[src/rtl/pipe_stage_reg.sv]
// rtl/pipe_stage_reg.sv - valid/ready pipeline stage register with flush and optional skid entry (PIPE_SKID_EN)
module pipe_stage_reg #(
    parameter int DATA_W = 68,
    parameter int CTRL_W = 4
) (
    input  logic              clk,
    input  logic              rst,
    input  logic              flush,
    input  logic              in_valid,
    output logic              in_ready,
    input  logic [DATA_W-1:0] in_data,
    input  logic [CTRL_W-1:0] in_ctrl,
    output logic              out_valid,
    input  logic              out_ready,
    output logic [DATA_W-1:0] out_data,
    output logic [CTRL_W-1:0] out_ctrl
);

    logic              valid_q, valid_d;
    logic [DATA_W-1:0] data_q,  data_d;
    logic [CTRL_W-1:0] ctrl_q,  ctrl_d;
    logic              accept;
    logic              deliver;

    assign accept    = in_valid & in_ready;
    assign deliver   = valid_q & out_ready;
    assign out_valid = valid_q;
    assign out_data  = data_q;
    assign out_ctrl  = ctrl_q;

`ifdef PIPE_SKID_EN
    logic              skid_valid_q, skid_valid_d;
    logic [DATA_W-1:0] skid_data_q,  skid_data_d;
    logic [CTRL_W-1:0] skid_ctrl_q,  skid_ctrl_d;

    // Ready depends only on skid occupancy, so out_ready never reaches in_ready combinationally.
    assign in_ready = ~skid_valid_q;

    always_comb begin
        valid_d      = valid_q;
        data_d       = data_q;
        ctrl_d       = ctrl_q;
        skid_valid_d = skid_valid_q;
        skid_data_d  = skid_data_q;
        skid_ctrl_d  = skid_ctrl_q;
        if (flush) begin
            valid_d      = 1'b0;
            ctrl_d       = '0;
            skid_valid_d = 1'b0;
            skid_ctrl_d  = '0;
        end else if (deliver && skid_valid_q) begin
            valid_d      = 1'b1;
            data_d       = skid_data_q;
            ctrl_d       = skid_ctrl_q;
            skid_valid_d = 1'b0;
            skid_ctrl_d  = '0;
        end else if (accept && (!valid_q || deliver)) begin
            valid_d = 1'b1;
            data_d  = in_data;
            ctrl_d  = in_ctrl;
        end else if (accept) begin
            skid_valid_d = 1'b1;
            skid_data_d  = in_data;
            skid_ctrl_d  = in_ctrl;
        end else if (deliver) begin
            valid_d = 1'b0;
            ctrl_d  = '0;
        end
    end

    always_ff @(posedge clk) begin
        if (rst) begin
            valid_q      <= 1'b0;
            data_q       <= '0;
            ctrl_q       <= '0;
            skid_valid_q <= 1'b0;
            skid_data_q  <= '0;
            skid_ctrl_q  <= '0;
        end else begin
            valid_q      <= valid_d;
            data_q       <= data_d;
            ctrl_q       <= ctrl_d;
            skid_valid_q <= skid_valid_d;
            skid_data_q  <= skid_data_d;
            skid_ctrl_q  <= skid_ctrl_d;
        end
    end
`else
    assign in_ready = ~valid_q | out_ready;

    always_comb begin
        valid_d = valid_q;
        data_d  = data_q;
        ctrl_d  = ctrl_q;
        // A beat accepted during flush is dropped; the payload register keeps its old value.
        if (flush) begin
            valid_d = 1'b0;
            ctrl_d  = '0;
        end else if (accept) begin
            valid_d = 1'b1;
            data_d  = in_data;
            ctrl_d  = in_ctrl;
        end else if (deliver) begin
            valid_d = 1'b0;
            ctrl_d  = '0;
        end
    end

    always_ff @(posedge clk) begin
        if (rst) begin
            valid_q <= 1'b0;
            data_q  <= '0;
            ctrl_q  <= '0;
        end else begin
            valid_q <= valid_d;
            data_q  <= data_d;
            ctrl_q  <= ctrl_d;
        end
    end
`endif

endmodule

[config.mk]
export PLATFORM = sky130hd
export DESIGN_NAME = pipe_stage_reg
export DESIGN_NICKNAME = d
export VERILOG_FILES = /design/src/rtl/pipe_stage_reg.sv
export SDC_FILE = /design/constraint.sdc
export NUM_CORES = 1
export LEC_CHECK = 0
export CAP_MARGIN = 10
export CORE_MARGIN = 10
export CORE_UTILIZATION = 46
export CTS_BUF_LIST = sky130_fd_sc_hd__clkbuf_4 sky130_fd_sc_hd__clkbuf_8
export DETAILED_ROUTE_END_ITERATION = 10
export GPL_ROUTABILITY_DRIVEN = 0
export PLACE_DENSITY = 0.91
export SLEW_MARGIN = 20
export SYNTH_ARGS = -nofsm -noshare
export SYNTH_HDL_FRONTEND = slang
export SYNTH_SLANG_ARGS = --single-unit
[constraint.sdc]
create_clock -name clk -period 2.5 [get_ports clk]
set_input_delay 0.5 -clock clk [delete_from_list [all_inputs] [get_ports clk]]
set_output_delay 0.5 -clock clk [all_outputs]
set_load 0.02 [all_outputs]
# After elaboration in Yosys (flattened, before gate mapping)

Index checks and enable logic that the tools add are counted.

Word-level logic and storage cells: 15
Output and inout bits: 74
Bits of input ports: 77
Register bits: 73

Reductions and logical operators: 3
Bitwise logic cells: 5
Mux-type cells: 4

Operator list:

| operator            | number |
|---|---|
| 2-to-1 mux 4 bit    | 2 |
| AND 1 bit           | 2 |
| 2-to-1 mux 1 bit    | 2 |
| inverter 1 bit      | 2 |
| AND reduction 2 bit | 1 |
| nonzero test 2 bit  | 1 |
| OR reduction 2 bit  | 1 |
| OR 1 bit            | 1 |

# Longest topological paths before layout

Gate-level depths: netlist (run 1).

Depth in word-level cells: 4
Mapped depth: 6
Gate-level depth less buffers: 4

# Worst setup path after synthesis (run 1)

Ideal clock, no wire load.

Kind: input to register
Start point: input port in_valid
End point: register data_q[38], in the netlist out_data[38]
Cell stages on the path: 6
Arrival: 1,475 ps
Library setup time: 72 ps
Required time: 2,428 ps
Setup slack: 953 ps
Path buffers: 4
Path through: buf_2 nor3b_2 buf_6 buf_6 buf_6 mux2i_1

Longest elaborated chain between the ends: 2

Ends and longest elaborated chain:

| element                              | line | text |
|---|---|---|
| start: declaration                   | 9    | `input logic in_valid,` |
| AND 1 bit                            | 25   | `assign accept = in_valid & in_ready;` |
| AND reduction 2 bit (no source line) | -    |  |
| end signal: assignment               | 116  | `data_q <= data_d;` |
| end: declaration                     | 20   | `logic [DATA_W-1:0] data_q, data_d;` |

No other way between the ends.
A chain may end at the register's enable or synchronous reset.

# Worst setup path after layout (run 1)

Start point: input port out_ready
End point: output port in_ready

Longest elaborated chain between the ends: 1

Ends and longest elaborated chain:

| element            | line | text |
|---|---|---|
| start: declaration | 14   | `input logic out_ready,` |
| OR 1 bit           | 89   | `assign in_ready = ~valid_q \| out_ready;` |
| end: declaration   | 10   | `output logic in_ready,` |

No other way between the ends.

==> results of run 1 <==
## cells by family after synthesis
logic type,share of synthesized area
simple gates,0.2742
flops,0.4448
compound gates,0.02209
buf+inv,0.04265
mux,0.2163
## metrics by stage
stage	cell area [sq um]	setup WS [ps]	hold WS [ps]	power (mW)	instances
floorplan	3286	953.4	546.0	1.537	322
global placement	4835	166.7	456.7	1.799	549
detailed placement	4835	121.3	460.1	1.813	549
CTS	5001	119.9	475.6	2.609	565
global route	5001	70.05	490.7	2.692	565
finish	5001	119.6	470.0	2.576	565
## placed cells by master (no fill, tap or decap)
| cell type | instances |
|---|---|
| clkdlybuf4s50_1 | 149 |
| nand2b_1 | 136 |
| dfxtp_1 | 73 |
| mux2i_1 | 71 |
| clkbuf_8 | 9 |
| nor2_1 | 5 |
| o21a_1 | 4 |
| clkinv_2 | 4 |
| a32o_1 | 3 |
| clkbuf_4 | 3 |
| buf_4 | 3 |
| buf_12 | 2 |
| nor2b_4 | 1 |
| inv_1 | 1 |
| nor3b_4 | 1 |
| o21ai_0 | 1 |
| nand3_1 | 1 |
| a21boi_0 | 1 |
| buf_2 | 1 |
## cells in the mapped netlist
library cell  count  area, sq um
nor3b_2           1        12.51
buf_2             1        5.000
nand3_1           1        5.000
buf_6             4        45.04
mux2i_1          71        710.7
a32o_1            3        30.03
o21ai_0           1        5.000
inv_1             1        3.750
dfxtp_1          73         1461
nor2_1            5        18.77
clkbuf_1         15        56.30
nor2b_4           1        13.76
o21a_1            4        30.03
nand2b_1        136        850.8
a21boi_0          1        7.510
buf_4             4        30.03
## sequential cells by signal, summed over array words and instances, names as in the netlist
| register | flops |
|---|---|
| out_ctrl | 4 |
| out_data | 68 |
| out_valid | 1 |
## worst paths after layout
| kind | endpoint | slack [ps] | depth (start not counted) |
|---|---|---|---|
| max | in_ready | 120 | 4 |
| max reg2reg | out_data[9] | 1030 | 4 |
| min reg2reg | out_data[44] | 470 | 2 |
| min | out_data[44] | 470 | 2 |
## metal layers
layer / vias up / track usage
met3: 9 / 0.09727
li1: 1328 / -
met5: - / 0
met4: 0 / 0.04970
met2: 100 / 0.2511
met1: 1183 / 0.1648
## worst max-delay path: stages
cell,delay (ps)
clkdlybuf4s50_1,510
nor2b_4,250
inv_1,80
clkdlybuf4s50_1,540
## cell type report
class,instances,area [sq um],share of cell area
multi-input cells,224,1690,0.3380
repair buffers,155,1559,0.3117
flip-flops and latches,73,1461,0.2922
clock buffers,12,146.4,0.02927
well taps,96,120.1,0.02402
clock inverters,4,20.02,0.004003
inverters,1,3.754,0.0007506
## power groups by stage
stage / sequential, mW / combinational [mW] / clock [mW]
finish: 1.25 / 0.527 / 0.794
global placement: 1.28 / 0.521 / 0
global route: 1.26 / 0.564 / 0.866
detailed placement: 1.28 / 0.532 / 0
CTS: 1.25 / 0.535 / 0.818
floorplan: 1.35 / 0.185 / 0
==> flow_summary.ini, run 1 <==
[layout]
areaGrowthSynthToFinish_pct = 52.21
fin_util = 0.7281
drive_gt1_frac = 0.05117
num-nets-final = 541
fillers = 508
num_antenna_cells = 0

[clock_tree]
htreeDepth = 3
cts_tree = built
path_clk_slew_ps = 70
ctsResizeCount = 0
root_buffer = clkbuf_8
clock_latency_ps = 330
cts.sinks = 73
cts_hold_buf = 0
clockBufferDepth = 2
cts_setup_buffers = 0
cts_buffers = 9

[setup_path]
criticalPathCategory = in -> out
endpoint_kind = output pin
r2r_start = out_valid
start_kind = input pin
crit_path_start = out_ready
worstPathRequired_ps = 2000
critPathMaxFanout = 7
cp.arrival_ps = 1880

[global_routing]
grt_usage = 0.1560
grt_overflow_total = 0
grt_pass1_wl_um = 14040
antenna_found_initial = 0
grt_max_degree = 83
first_global_vias = 2751

[routing]
vias = 2620
wl_met1_um = 3459
drt-pass1-iter-count = 4
route.met2.wl_um = 4114
drc = 0
drtIter0Drc = 41
wl_per_cell_um = 15.59
vias_per_cell = 4.637
routed.top_layer = met4
ant_nets = 0
wl_um = 8810
dr_wl_met3_um = 1139

[sta]
fin_setup_tns_ps = 0
min_period_ps = 2380
grt_setup_unrepaired = no
max_slew_margin = 0.6560
finalSetupViolCount = 0
fin_crit_sh = 0.9522
skew_ps = 5.938
worst-slew-pin-transition_ps = 515.9
hold_violations = 0
max_freq_mhz = 420.1
final_max_slew_viol_count = 0

[run]
max_cap_violations = 0

[die]
dieArea_sq_um = 10920
coreArea_sq_um = 6869
start_util = 0.4783
die_h_um = 104.5
rows = 30
ioPinCount = 151
die_w_um = 104.5

[yosys]
ys_seq_elements = 73
synth.yosys.warnings = 0
syn_nets = 399
netlist-cell-type-count = 16
avgSynthCellArea_sq_um = 10.20
synth_area_sq_um = 3286
syn_inst = 322
ys_seq_area_frac = 0.4448

[worst_hold_path]
min-delay-start = out_data[44]
hp-class = reg -> reg

[placed_design]
hpwl_um = 6708
placement.io_buffers = 150

[power_and_ir_drop]
p_leak_nw = 1.850
clkPwrFrac = 0.308
powerDensity_nw_per_um2 = 515.1
pwr-share-comb = 0.205
ir_drop_v = 0.0002935
p_seq_frac = 0.487
internal_power_mw = 1.917
switching_share = 0.2557
p_sw_uw = 658.8

[run_status]
outcome = finished clean
No activity file was read; power rests on OpenSTA's default activity.
==> inputs of run 2 (changes only) <==
- SETUP_SLACK_MARGIN: default -> 0.1
- SKIP_CTS_REPAIR_TIMING: default -> 1
==> run 2 against run 1 <==
- combinational power about the same
- clock power about the same
- sequential power about the same
- critical path depth unchanged
==> flow_summary.ini, run 2 (same netlist as run 1, synthesis figures left out) <==
[sta]
grt_setup_unrepaired = no
fin_setup_tns_ps = 0
max_slew_margin = 0.6588
final_max_slew_viol_count = 0
fin_crit_sh = 0.9441
postLayoutSetupSlackWorst_ps = 139.8
worst-slew-pin-transition_ps = 511.7
max_freq_mhz = 423.7
hold_violations = 0
min_period_ps = 2360
skew_ps = 5.811
finalSetupViolCount = 0

[routing]
ant_nets = 0
drc = 0
wl_um = 8863
drtIter0Drc = 42
drt-pass1-iter-count = 4
wl_per_cell_um = 15.66
vias = 2624
vias_per_cell = 4.636

[die]
ioPinCount = 151
start_util = 0.4783
dieArea_sq_um = 10920
die_w_um = 104.5
coreArea_sq_um = 6869
rows = 30
die_h_um = 104.5

[global_routing]
use_met1 = 0.1648
grt_busiest_layer = met2
grt_pass1_wl_um = 14040
gr-usage-met2 = 0.2511
grt_max_degree = 83
use_met3 = 0.09727
grt_usage = 0.1560
grt_overflow_total = 0
antenna_found_initial = 0
first_global_vias = 2751

[clock_tree]
root_buffer = clkbuf_8
clock_latency_ps = 330
clockBufferDepth = 2
path_clk_slew_ps = 70
cts_buffers = 9
cts_tree = built
htreeDepth = 3
cts.sinks = 73

[layout]
largest_reg_flops = 68
multi_input_area_sq_um = 1690
layout_common_cells = clkdlybuf4s50_1, nand2b_1, dfxtp_1, mux2i_1, clkbuf_8
fillers = 507
num-nets-final = 542
regArea_sq_um = 1461
areaGrowthSynthToFinish_pct = 52.44
final_common_cell = clkdlybuf4s50_1
num_antenna_cells = 0
drive_gt1_frac = 0.05319

[setup_path]
cp.arrival_ps = 1860
critPathMaxFanout = 4
worstPathRequired_ps = 2000
endpoint_kind = output pin
criticalPathCategory = in -> out
start_kind = input pin

[placed_design]
placement.io_buffers = 150
place_ws_ps = 121.3
hpwl_um = 6708

[power_and_ir_drop]
ir_drop_v = 0.0002936
powerDensity_nw_per_um2 = 514.6
p_leak_nw = 1.855

[run_status]
outcome = finished clean

[run]
max_cap_violations = 0

[worst_hold_path]
hp-class = reg -> reg
[run 2: routing by layer]
layer | share of wire | wire length (um)
met2 | 0.46 | 4121
met1 | 0.40 | 3527
met4 | 0.012 | 109
met5 | 0 | 0
met3 | 0.12 | 1104
[run 2: cell type report]
cell class,instances,share of cell area
Multi-Input combinational cell,224,0.3375
Clock inverter,4,0.003997
Inverter,1,0.0007494
Timing Repair Buffer,156,0.3128
Tap cell,96,0.02398
Sequential cell,73,0.2918
Clock buffer,12,0.02923
[run 2: worst paths after layout]
path                  endpoint  cells after the start         start  slack [ps]
setup / recovery      in_ready                      4     out_ready         140
hold / removal    out_data[44]                      2  out_data[44]         470
setup reg to reg   out_data[9]                      5     out_valid         900
hold reg to reg   out_data[44]                      2  out_data[44]         470
[run 2: through the flow]
step	hold WS, ps	cell area (sq um)	power, mW	instances	utilization
floorplan	546.0	3286	1.537	322	-
global placement	456.7	4835	1.799	549	0.7038
detailed placement	460.1	4835	1.813	549	0.7038
CTS	475.6	5001	2.609	565	0.7281
global route	490.7	5009	2.693	566	0.7291
finish	470.0	5009	2.577	566	0.7291
[run 2: power breakdown]
group | total (mW) | switching (mW) | internal, mW
Sequential | 1.25 | 0.0318 | 1.22
Clock | 0.794 | 0.407 | 0.387
Combinational | 0.528 | 0.221 | 0.308
[run 2: critical path: stages]
cell and delay [ps]:
clkdlybuf4s50_1 590, nor2b_4 70, inv_1 90, clkdlybuf4s50_1 610
==> inputs of run 3 (changes only) <==
- GPL_ROUTABILITY_DRIVEN: 0 -> default
==> results of run 3 <==
No change in the layout: final DEF, timing and power equal those of run 2.
